File: src/rtl/ir_temp_pkg.sv
// ----------------------------------------------------------------------------
// ir_temp_pkg
// Shared constants and state types for the IR temperature filter slice.
//   ADC_W            : width of ADC sample / average words
//   *_DEF            : default window depth, alarm thresholds and debounce
//   CNT_W            : width of the alarm debounce counter (DEBOUNCE <= 15)
//   fill_state_t     : window fill control states
//   alarm_state_t    : hysteresis / debounce alarm states
// ----------------------------------------------------------------------------
package ir_temp_pkg;

    localparam int ADC_W         = 12;
    localparam int AVG_LOG2_DEF  = 3;
    localparam int HI_THRESH_DEF = 3000;
    localparam int LO_THRESH_DEF = 2800;
    localparam int DEBOUNCE_DEF  = 4;
    localparam int CNT_W         = 4;

    typedef enum logic {
        FILL,
        RUN
    } fill_state_t;

    typedef enum logic [1:0] {
        COOL,
        ARMING,
        HOT,
        CLEARING
    } alarm_state_t;

endpackage

File: src/rtl/ir_temp_filter_alarm.sv
// ----------------------------------------------------------------------------
// ir_temp_alarm
// Over-temperature alarm with hysteresis and debounce. The state advances only
// on cycles where avg_valid is high, using the freshly updated average.
// Ports:
//   clk        in   system clock
//   rst_n      in   synchronous active-low reset
//   clear      in   aborts any pending debounce (window flush); alarm holds
//   avg        in   current window average
//   avg_valid  in   avg was updated this cycle
//   alarm      out  registered debounced over-temperature flag
// ----------------------------------------------------------------------------
module ir_temp_alarm
    import ir_temp_pkg::*;
#(
    parameter int ADC_W     = ir_temp_pkg::ADC_W,
    parameter int HI_THRESH = HI_THRESH_DEF,
    parameter int LO_THRESH = LO_THRESH_DEF,
    parameter int DEBOUNCE  = DEBOUNCE_DEF
) (
    input  logic             clk,
    input  logic             rst_n,
    input  logic             clear,
    input  logic [ADC_W-1:0] avg,
    input  logic             avg_valid,
    output logic             alarm
);

    localparam logic [ADC_W-1:0] HI_C  = ADC_W'(HI_THRESH);
    localparam logic [ADC_W-1:0] LO_C  = ADC_W'(LO_THRESH);
    localparam logic [CNT_W-1:0] DEB_C = CNT_W'(DEBOUNCE);

    alarm_state_t     state_reg, state_next;
    logic [CNT_W-1:0] cnt_reg, cnt_next;
    logic             alarm_reg, alarm_next;

    logic             is_hot;
    logic             is_cool;
    logic [CNT_W-1:0] cnt_inc;
    logic             deb_hit;

    assign is_hot  = (avg >= HI_C);
    assign is_cool = (avg <= LO_C);
    assign cnt_inc = cnt_reg + 1'b1;
    // In COOL/HOT the counter sits at 0, so cnt_inc==1 and DEBOUNCE=1 flips
    // the state on the very first qualifying average.
    assign deb_hit = (cnt_inc == DEB_C);

    always_ff @(posedge clk) begin
        if (!rst_n) begin
            state_reg <= COOL;
            cnt_reg   <= '0;
            alarm_reg <= 1'b0;
        end else begin
            state_reg <= state_next;
            cnt_reg   <= cnt_next;
            alarm_reg <= alarm_next;
        end
    end

    always_comb begin
        state_next = state_reg;
        cnt_next   = cnt_reg;
        if (clear) begin
            // Drop back to the settled state the pending run started from.
            cnt_next = '0;
            if (state_reg == ARMING)   state_next = COOL;
            if (state_reg == CLEARING) state_next = HOT;
        end else if (avg_valid) begin
            case (state_reg)
                COOL, ARMING: begin
                    if (is_hot) begin
                        if (deb_hit) begin
                            state_next = HOT;
                            cnt_next   = '0;
                        end else begin
                            state_next = ARMING;
                            cnt_next   = cnt_inc;
                        end
                    end else begin
                        state_next = COOL;
                        cnt_next   = '0;
                    end
                end
                HOT, CLEARING: begin
                    if (is_cool) begin
                        if (deb_hit) begin
                            state_next = COOL;
                            cnt_next   = '0;
                        end else begin
                            state_next = CLEARING;
                            cnt_next   = cnt_inc;
                        end
                    end else begin
                        state_next = HOT;
                        cnt_next   = '0;
                    end
                end
                default: begin
                    state_next = COOL;
                    cnt_next   = '0;
                end
            endcase
        end
    end

    always_comb begin
        alarm_next = (state_next == HOT) || (state_next == CLEARING);
    end

    assign alarm = alarm_reg;

endmodule

File: src/rtl/ir_temp_filter.sv
// ----------------------------------------------------------------------------
// ir_temp_filter
// Power-of-two boxcar moving average over raw IR-sensor ADC codes, feeding a
// debounced over-temperature alarm with hysteresis.
// Ports:
//   clk           in   system clock
//   rst_n         in   synchronous active-low reset
//   sample        in   ADC code, taken when sample_valid=1
//   sample_valid  in   one-cycle strobe: new ADC word present
//   flush         in   clears the averaging window (wins over sample_valid)
//   avg           out  current window average (truncated)
//   avg_valid     out  one-cycle pulse: avg was updated
//   filled        out  window holds N samples since reset/flush
//   alarm         out  debounced over-temperature flag
// ----------------------------------------------------------------------------
module ir_temp_filter
    import ir_temp_pkg::*;
#(
    parameter int ADC_W     = ir_temp_pkg::ADC_W,
    parameter int AVG_LOG2  = AVG_LOG2_DEF,
    parameter int HI_THRESH = HI_THRESH_DEF,
    parameter int LO_THRESH = LO_THRESH_DEF,
    parameter int DEBOUNCE  = DEBOUNCE_DEF
) (
    input  logic             clk,
    input  logic             rst_n,
    input  logic [ADC_W-1:0] sample,
    input  logic             sample_valid,
    input  logic             flush,
    output logic [ADC_W-1:0] avg,
    output logic             avg_valid,
    output logic             filled,
    output logic             alarm
);

    localparam int N     = 1 << AVG_LOG2;
    localparam int SUM_W = ADC_W + AVG_LOG2;

    if (AVG_LOG2 < 1 || AVG_LOG2 > 5) begin : g_bad_avg_log2
        $error("ir_temp_filter: AVG_LOG2 must be in 1..5");
    end
    if (LO_THRESH >= HI_THRESH) begin : g_bad_thresh
        $error("ir_temp_filter: LO_THRESH must be below HI_THRESH");
    end
    if (DEBOUNCE < 1 || DEBOUNCE > 15) begin : g_bad_debounce
        $error("ir_temp_filter: DEBOUNCE must be in 1..15");
    end

    logic                        accept;
    logic [N-1:0][ADC_W-1:0]     buf_q;
    logic [ADC_W-1:0]            oldest;
    logic [AVG_LOG2-1:0]         wr_ptr_reg;
    logic [AVG_LOG2-1:0]         fill_cnt_reg;
    logic [SUM_W-1:0]            sum_reg;
    logic [SUM_W-1:0]            sum_next;
    fill_state_t                 fill_state_reg, fill_state_next;
    logic                        avg_load;
    logic [ADC_W-1:0]            avg_reg;
    logic                        avg_valid_reg;

    // A flush in the same cycle as a strobe drops the sample.
    assign accept = sample_valid && !flush;

    // Window entries: each register only loads when the write pointer selects it.
    for (genvar gi = 0; gi < N; gi++) begin : g_buf
        logic [ADC_W-1:0] entry_reg;
        always_ff @(posedge clk) begin
            if (!rst_n || flush) begin
                entry_reg <= '0;
            end else if (accept && (wr_ptr_reg == AVG_LOG2'(gi))) begin
                entry_reg <= sample;
            end
        end
        assign buf_q[gi] = entry_reg;
    end

    assign oldest = buf_q[wr_ptr_reg];
    // The true result always fits SUM_W bits; any wrap in the intermediate
    // sum+sample cancels out when the evicted entry is subtracted.
    assign sum_next = sum_reg + SUM_W'(sample) - SUM_W'(oldest);

    always_ff @(posedge clk) begin
        if (!rst_n || flush) begin
            sum_reg      <= '0;
            wr_ptr_reg   <= '0;
            fill_cnt_reg <= '0;
        end else if (accept) begin
            sum_reg    <= sum_next;
            wr_ptr_reg <= wr_ptr_reg + 1'b1;   // N is a power of two: wraps
            if (fill_state_reg == FILL) begin
                fill_cnt_reg <= fill_cnt_reg + 1'b1;
            end
        end
    end

    // Fill control FSM: state register
    always_ff @(posedge clk) begin
        if (!rst_n || flush) begin
            fill_state_reg <= FILL;
        end else begin
            fill_state_reg <= fill_state_next;
        end
    end

    // Fill control FSM: next state
    always_comb begin
        fill_state_next = fill_state_reg;
        case (fill_state_reg)
            FILL:    if (accept && (fill_cnt_reg == AVG_LOG2'(N - 1))) fill_state_next = RUN;
            RUN:     fill_state_next = RUN;
            default: fill_state_next = FILL;
        endcase
    end

    // Fill control FSM: outputs. The sample that completes the window already
    // produces an average.
    always_comb begin
        avg_load = 1'b0;
        case (fill_state_reg)
            FILL:    avg_load = (fill_state_next == RUN);
            RUN:     avg_load = accept;
            default: avg_load = 1'b0;
        endcase
    end

    always_ff @(posedge clk) begin
        if (!rst_n) begin
            avg_reg       <= '0;
            avg_valid_reg <= 1'b0;
        end else begin
            avg_valid_reg <= avg_load;
            if (avg_load) begin
                avg_reg <= sum_next[SUM_W-1:AVG_LOG2];
            end
        end
    end

    assign avg       = avg_reg;
    assign avg_valid = avg_valid_reg;
    assign filled    = (fill_state_reg == RUN);

    ir_temp_alarm #(
        .ADC_W     (ADC_W),
        .HI_THRESH (HI_THRESH),
        .LO_THRESH (LO_THRESH),
        .DEBOUNCE  (DEBOUNCE)
    ) u_alarm (
        .clk       (clk),
        .rst_n     (rst_n),
        .clear     (flush),
        .avg       (avg_reg),
        .avg_valid (avg_valid_reg),
        .alarm     (alarm)
    );

endmodule

File: config.mk
export PLATFORM = sky130hd
export DESIGN_NAME = ir_temp_filter
export DESIGN_NICKNAME = d
export VERILOG_FILES = /design/src/rtl/ir_temp_pkg.sv /design/src/rtl/ir_temp_filter_alarm.sv /design/src/rtl/ir_temp_filter.sv
export SDC_FILE = /design/constraint.sdc
export NUM_CORES = 1
export LEC_CHECK = 0
export ABC_AREA = 1
export CAP_MARGIN = 20
export CORE_MARGIN = 1
export CORE_UTILIZATION = 55
export CTS_CLUSTER_DIAMETER = 50
export DETAILED_ROUTE_END_ITERATION = 10
export GPL_ROUTABILITY_DRIVEN = 0
export GPL_TIMING_DRIVEN = 1
export PLACE_DENSITY_LB_ADDON = 0.1
export SLEW_MARGIN = 30
export SYNTH_ARGS = -nofsm -noshare
export SYNTH_HDL_FRONTEND = slang
export SYNTH_SLANG_ARGS = --single-unit
File: constraint.sdc
create_clock -name clk -period 2.55 [get_ports clk]
set_input_delay 0.51 -clock clk [delete_from_list [all_inputs] [get_ports clk]]
set_output_delay 0.51 -clock clk [all_outputs]
set_load 0.005 [all_outputs]
Word level (Yosys, flattened, before mapping)
Cells that the tools add are included.
Operators by class
  add/subtract/negate cells: 5
  $lt $le $gt $ge: 3
  equal/unequal tests: 14
  mux-type cells: 18
  bitwise operators: 2
  reduce and logical (&&, ||, !) cells: 20
Operator list (count)
  $bmux 12 s3: 1
  $mux 2: 8
  $add 15x12->15: 1
  $eq 3x3->1 const B: 5
  $sub 15x12->15: 1
  $ge 12x12->1 const B: 1
  $le 12x12->1 const B: 1
  $mux 12: 1
  $mux 4: 3
  $logic_and 1x1->1: 10
  $eq 2x2->1 const B: 4
  $pmux 4 s2: 1
  $add 3x1->3 const B: 2
  $eq 3x2->1 const B: 2
  $reduce_or 2->1: 3
  $add 4x1->4 const B: 1
  $eq 4x3->1 const B: 1
  $lt 3x4->1 const B: 1
  $pmux 1 s2: 2
  $pmux 2 s2: 1
  $eq 3x1->1 const B: 1
  $logic_not 3->1: 1
  $eq 2x1->1 const B: 1
  $logic_not 1->1: 2
  other kinds (5): 7
Word-level totals
  flip-flop bits (word level): 138
  bits of input ports: 16
  output and inout bits: 15
  logic and storage cells: 79

Longest topological paths before layout
Gate-level depths: netlist of run 1.
  word-level depth: 9
  depth in mapped cells: 20
  depth with buffers taken out: 19

Modules after synthesis
From an unflattened synthesis of run 1, not the netlist that was laid out.
Second synthesis, totals
  cell total of the unflattened synthesis: 1013
  area total of the unflattened synthesis: 7108.1 µm²
Modules (own cells, without submodules)
  ir_temp_filter: times used 1, cells an instance 945, area each 6683.9 µm², seq. area each 2622.5 µm²
  ir_temp_alarm: times used 1, cells an instance 68, area each 424.2 µm², seq. area each 120.1 µm²

Least setup slack after synthesis of run 1
OpenSTA, ideal clock, no wires.
  path kind: register to register
  start: register wr_ptr_reg[0]
  end: register avg_reg[9] (netlist: avg[9])
  setup time: 109 ps
  arrival: 2644 ps
  required time: 2441 ps
  slack: -203 ps
  stages on the path, launching flop included: 17
  path buffers: 2
  clock period less this slack: 2753 ps
  cells stage by stage: dfxtp_1 buf_2 clkbuf_1 nor2_1 o22ai_1 nand2_1 nand2_1 fa_1 fa_1 inv_1 nand3_1 nand3_1 nand3_1 nand4_1 nand3_1 nand2_1 inv_1
On the way
  cells in the longest elaborated chain, start to end: 3
RTL lines
  from (decl): line ir_temp_filter.sv:52  | logic [AVG_LOG2-1:0] wr_ptr_reg;
  from (signal assigned): line ir_temp_filter.sv:89  | wr_ptr_reg <= wr_ptr_reg + 1'b1;
  $bmux 12 s3: line ir_temp_filter.sv:77  | assign oldest = buf_q[wr_ptr_reg];
  $mux 12 (implied by the code): line ir_temp_filter.sv:77
  $sub 15x12->15: line ir_temp_filter.sv:80  | assign sum_next = sum_reg + SUM_W'(sample) - SUM_W'(oldest);
  to (signal assigned): line ir_temp_filter.sv:133  | avg_reg <= sum_next[SUM_W-1:AVG_LOG2];
  to (decl): line ir_temp_filter.sv:58  | logic [ADC_W-1:0] avg_reg;
No other way between the ends. The select of a mux whose other input is x is not followed.
A chain may end at the register's enable or synchronous reset.

Final worst setup path of run 1
  start: register wr_ptr_reg[0]
  end: register sum_reg[9]
On the way
  cells in the longest elaborated chain, start to end: 3
RTL lines
  $bmux 12 s3: line ir_temp_filter.sv:77
  $mux 12 (implied by the code): line ir_temp_filter.sv:77
  $sub 15x12->15: line ir_temp_filter.sv:80
  to (signal assigned): line ir_temp_filter.sv:88  | sum_reg <= sum_next;
  to (decl): line ir_temp_filter.sv:54  | logic [SUM_W-1:0] sum_reg;
No other way between the ends. The select of a mux whose other input is x is not followed.

==> run_results.csv, run 1 <==
group,metric,value,unit
worst_setup_path,crit_top_cell,"nand2_2",
layout,instances_no_fill,1265,
route,viasPerCell,5.52,
power,power_switching_share,29.5,%
synth,ys_seq_area_share,38.9,%
grt,grt_pass1_vias,6766,
clock_network,ctsLongestPathBuffers,2,
power,p_leak,0.00412,uW
synth,syn_nets,1059,
min_path,hold_path.class,"flip-flop to flip-flop",
timing,fmax,351,MHz
timing,final.setup.tns,-5.42,ns
worst_setup_path,cpMaxStageDelayCell,"fa_1",
synth,synth_area_leader_cell,"dfxtp_1",
worst_setup_path,cp_num_cells,19,
route,drt_iter0_markers,656,
timing,finalHoldViolCount,0,
worst_setup_path,critPathMaxFanout,10,
synth,syn_inst,1006,
timing,slew_violations,0,
clock_network,cts_made_buffers,17,
clock_network,cts_root_buf,"clkbuf_16",
layout,layout_common_cells,"nand2_1, dfxtp_1, a21oi_1",
worst_setup_path,slowest_delay,0.51,ns
layout,final_common_cell,"nand2_1",
worst_setup_path,crit_family,"simple AND/OR/NAND/NOR gates",
worst_setup_path,cp.arrival,3.17,ns
clock_network,htree_levels,4,
grt,antenna_found_initial,0,
flow_run,maxCapViolCount,0,
layout,largest_reg_flops,96,
route,routedWlPerCell,16.8,um
place,hpwl,13500,um
floorplan,die_y,115,um
route,ant_nets,0,
clock_network,clock_latency,0.43,ns
floorplan,dieArea,13300,um2
grt,grt_max_degree,81,
synth,syn_area,7050,um2
clock_network,clock-sinks,137,
worst_setup_path,critical_path.startpoint,"wr_ptr_reg[0]",
worst_setup_path,timing.critical_path.from_type,"flip-flop",
synth,synth_edf_count,0,
floorplan,io_pins,31,
grt,grt_first_pass_wirelength,34000,um
synth,async_flop_share,0,%
place,place.port_buffers,30,
synth,synth_flop_cell,"dfxtp_1",
min_path,worstHoldStart,"g_buf[3].entry_reg[2]",
floorplan,coreArea,12300,um2
synth,ys_seq_elements,137,
timing,fin_ws,-0.297,ns
timing,min_period_over_period,112,%
power,pwr-share-comb,24.6,%
timing,tightest_slew,0.570,ns
route,dr.pass1.iters,5,
timing,grt_setup_unrepaired,"true",
timing,setup_viol,23,
clock_network,cts_tree,"done",
timing,skew,0.00647,ns
synth,yosys-top-cells-area,"dfxtp_1, o21ai_0, a21oi_1",
floorplan,start_util,57.5,%
floorplan,rows,40,
worst_setup_path,path_class,"flip-flop to flip-flop",
synth,ys_warn_count,0,
power,clkPwrFrac,39.5,%
layout,final_nets,1140,
timing,layout_min_cycle_time,2.85,ns
timing,relSlewSlack,61.9,%
synth,synth_cell_type_count,27,
power,p_int,4290,uW
route,drc_errors,0,
run_status,violations,"negative setup slack",
place,dp_cells,1229,
power,power_density,659,nW/um2
grt,track_usage,33.7,%
power,ir_worst_vdd,0.545,mV
worst_setup_path,critPathRequiredTime,2.87,ns
layout,area_growth_syn_to_layout,31.0,%
run_status,outcome,"finished with violations",
clock_network,cts_hold_buf,0,
clock_network,cts.clk_slew.worst_paths,0.06,ns
synth,synth_top_area_share,38.9,%
worst_setup_path,worstReg2RegStart,"wr_ptr_reg[0]",
route,vias,6985,
min_path,min_path_cells,2,
worst_setup_path,crit_buf_inv,5,
grt,grt-ovfl-total,0,
layout,drive_gt1_share,20.8,%
layout,fin_util,75.3,%
worst_setup_path,cp_cell_sequence,"inv_8 -> bufbuf_16 -> o21ai_4 -> o22ai_2 -> nand2_1 -> nand2_2 -> fa_1 -> inv_2 -> ha_4 -> nand2_2 -> nand2_2 -> inv_2 -> nand2_4 -> nand2_4 -> nand2_1 -> nand2_2 -> nand3_2 -> nand2_1 -> inv_1",
synth,syn_area_per_cell,7.00,um2
route,wl,21300,um
layout,diodes,0,
worst_setup_path,endpoint_kind,"flip-flop",
floorplan,die_x,115,um
worst_setup_path,ff2ff_path_depth,19,
power,pwr-share-seq,35.9,%
power,p_switching,1800,uW
worst min-delay path, stage by stage, from the launching register on:
cell and delay [ns]:
dfxtp_1 0.31, nand2_1 0.06, a21oi_1 0.05
Yosys cell counts (2+ instances only):
cell	n
o22ai_1	24
nor2_1	95
nand4_1	7
buf_2	23
nand2_1	168
o21ai_0	135
a21oi_1	127
xor2_1	7
ha_1	25
buf_6	2
buf_1	2
inv_1	134
inv_2	4
dfxtp_1	137
clkbuf_1	26
nand3_1	68
fa_1	12
kinds of logic (layout without fill, tap and decap cells):
group / Yosys count / in the layout / synth area share, %
xor+xnor: 8 / 8 / 0.994
compound gates: 291 / 291 / 21.5
buf+inv: 192 / 283 / 10.9
flops: 137 / 137 / 38.9
fa+ha+maj: 37 / 37 / 7.85
simple gates: 341 / 341 / 19.9
per-stage QoR:
| step | total power [uW] | area [um2] | hold WS, ns | setup WS [ns] |
|---|---|---|---|---|
| after floorplan | 2920 | 7070 | 0.435 | 0.00325 |
| after global placement | 3290 | 8050 | 0.448 | -0.494 |
| after detailed placement | 3300 | 8050 | 0.452 | -0.513 |
| after CTS | 5920 | 9030 | 0.465 | -0.165 |
| final | 6080 | 9230 | 0.465 | -0.297 |
| after global routing | 6330 | 9230 | 0.474 | -0.444 |
area by class of cell:
cell class	instances	area (um2)
Inverter	139	534
Fill cell	898	3030
Clock inverter	8	97.6
Multi-Input combinational cell	677	4010
Timing Repair Buffer	115	1160
Tap cell	168	210
Clock buffer	21	470
Sequential cell	137	2750
power groups by stage:
stage                     Sequential [uW]  Clock (uW)  Combinational, uW
final                                2180        2400               1500
after global placement               2230           0               1060
after CTS                            2180        2420               1320
after floorplan                      2220           0                693
after detailed placement             2230           0               1080
after global routing                 2180        2520               1630
per-layer routing:
layer	track usage (%)	share of wire (%)
met5	0	0
met4	13.4	2.8
met3	7.80	7.0
met2	54.8	46
met1	43.3	44
final timing paths:
path	slack, ns	endpoint
setup reg to reg	-0.30	sum_reg[9]
setup / recovery	-0.30	sum_reg[9]
hold reg to reg	0.47	g_buf[3].entry_reg[2]
hold / removal	0.47	g_buf[3].entry_reg[2]
timing repair:
item,4_1_cts,5_1_grt
setup endpoints to repair,25,24
resized for setup,109,57
gates cloned,1,1
hold endpoints to repair,0,0
setup buffers,3,2
pin swaps,26,22
Note: power is estimated with default switching activity, not from simulation.
==> inputs of run 2 (changes only) <==
- CTS_CLUSTER_SIZE: unset -> 16
- RECOVER_POWER: unset -> 25
==> results of run 2 <==
Final layout, timing and power as in run 1 (identical DEF).
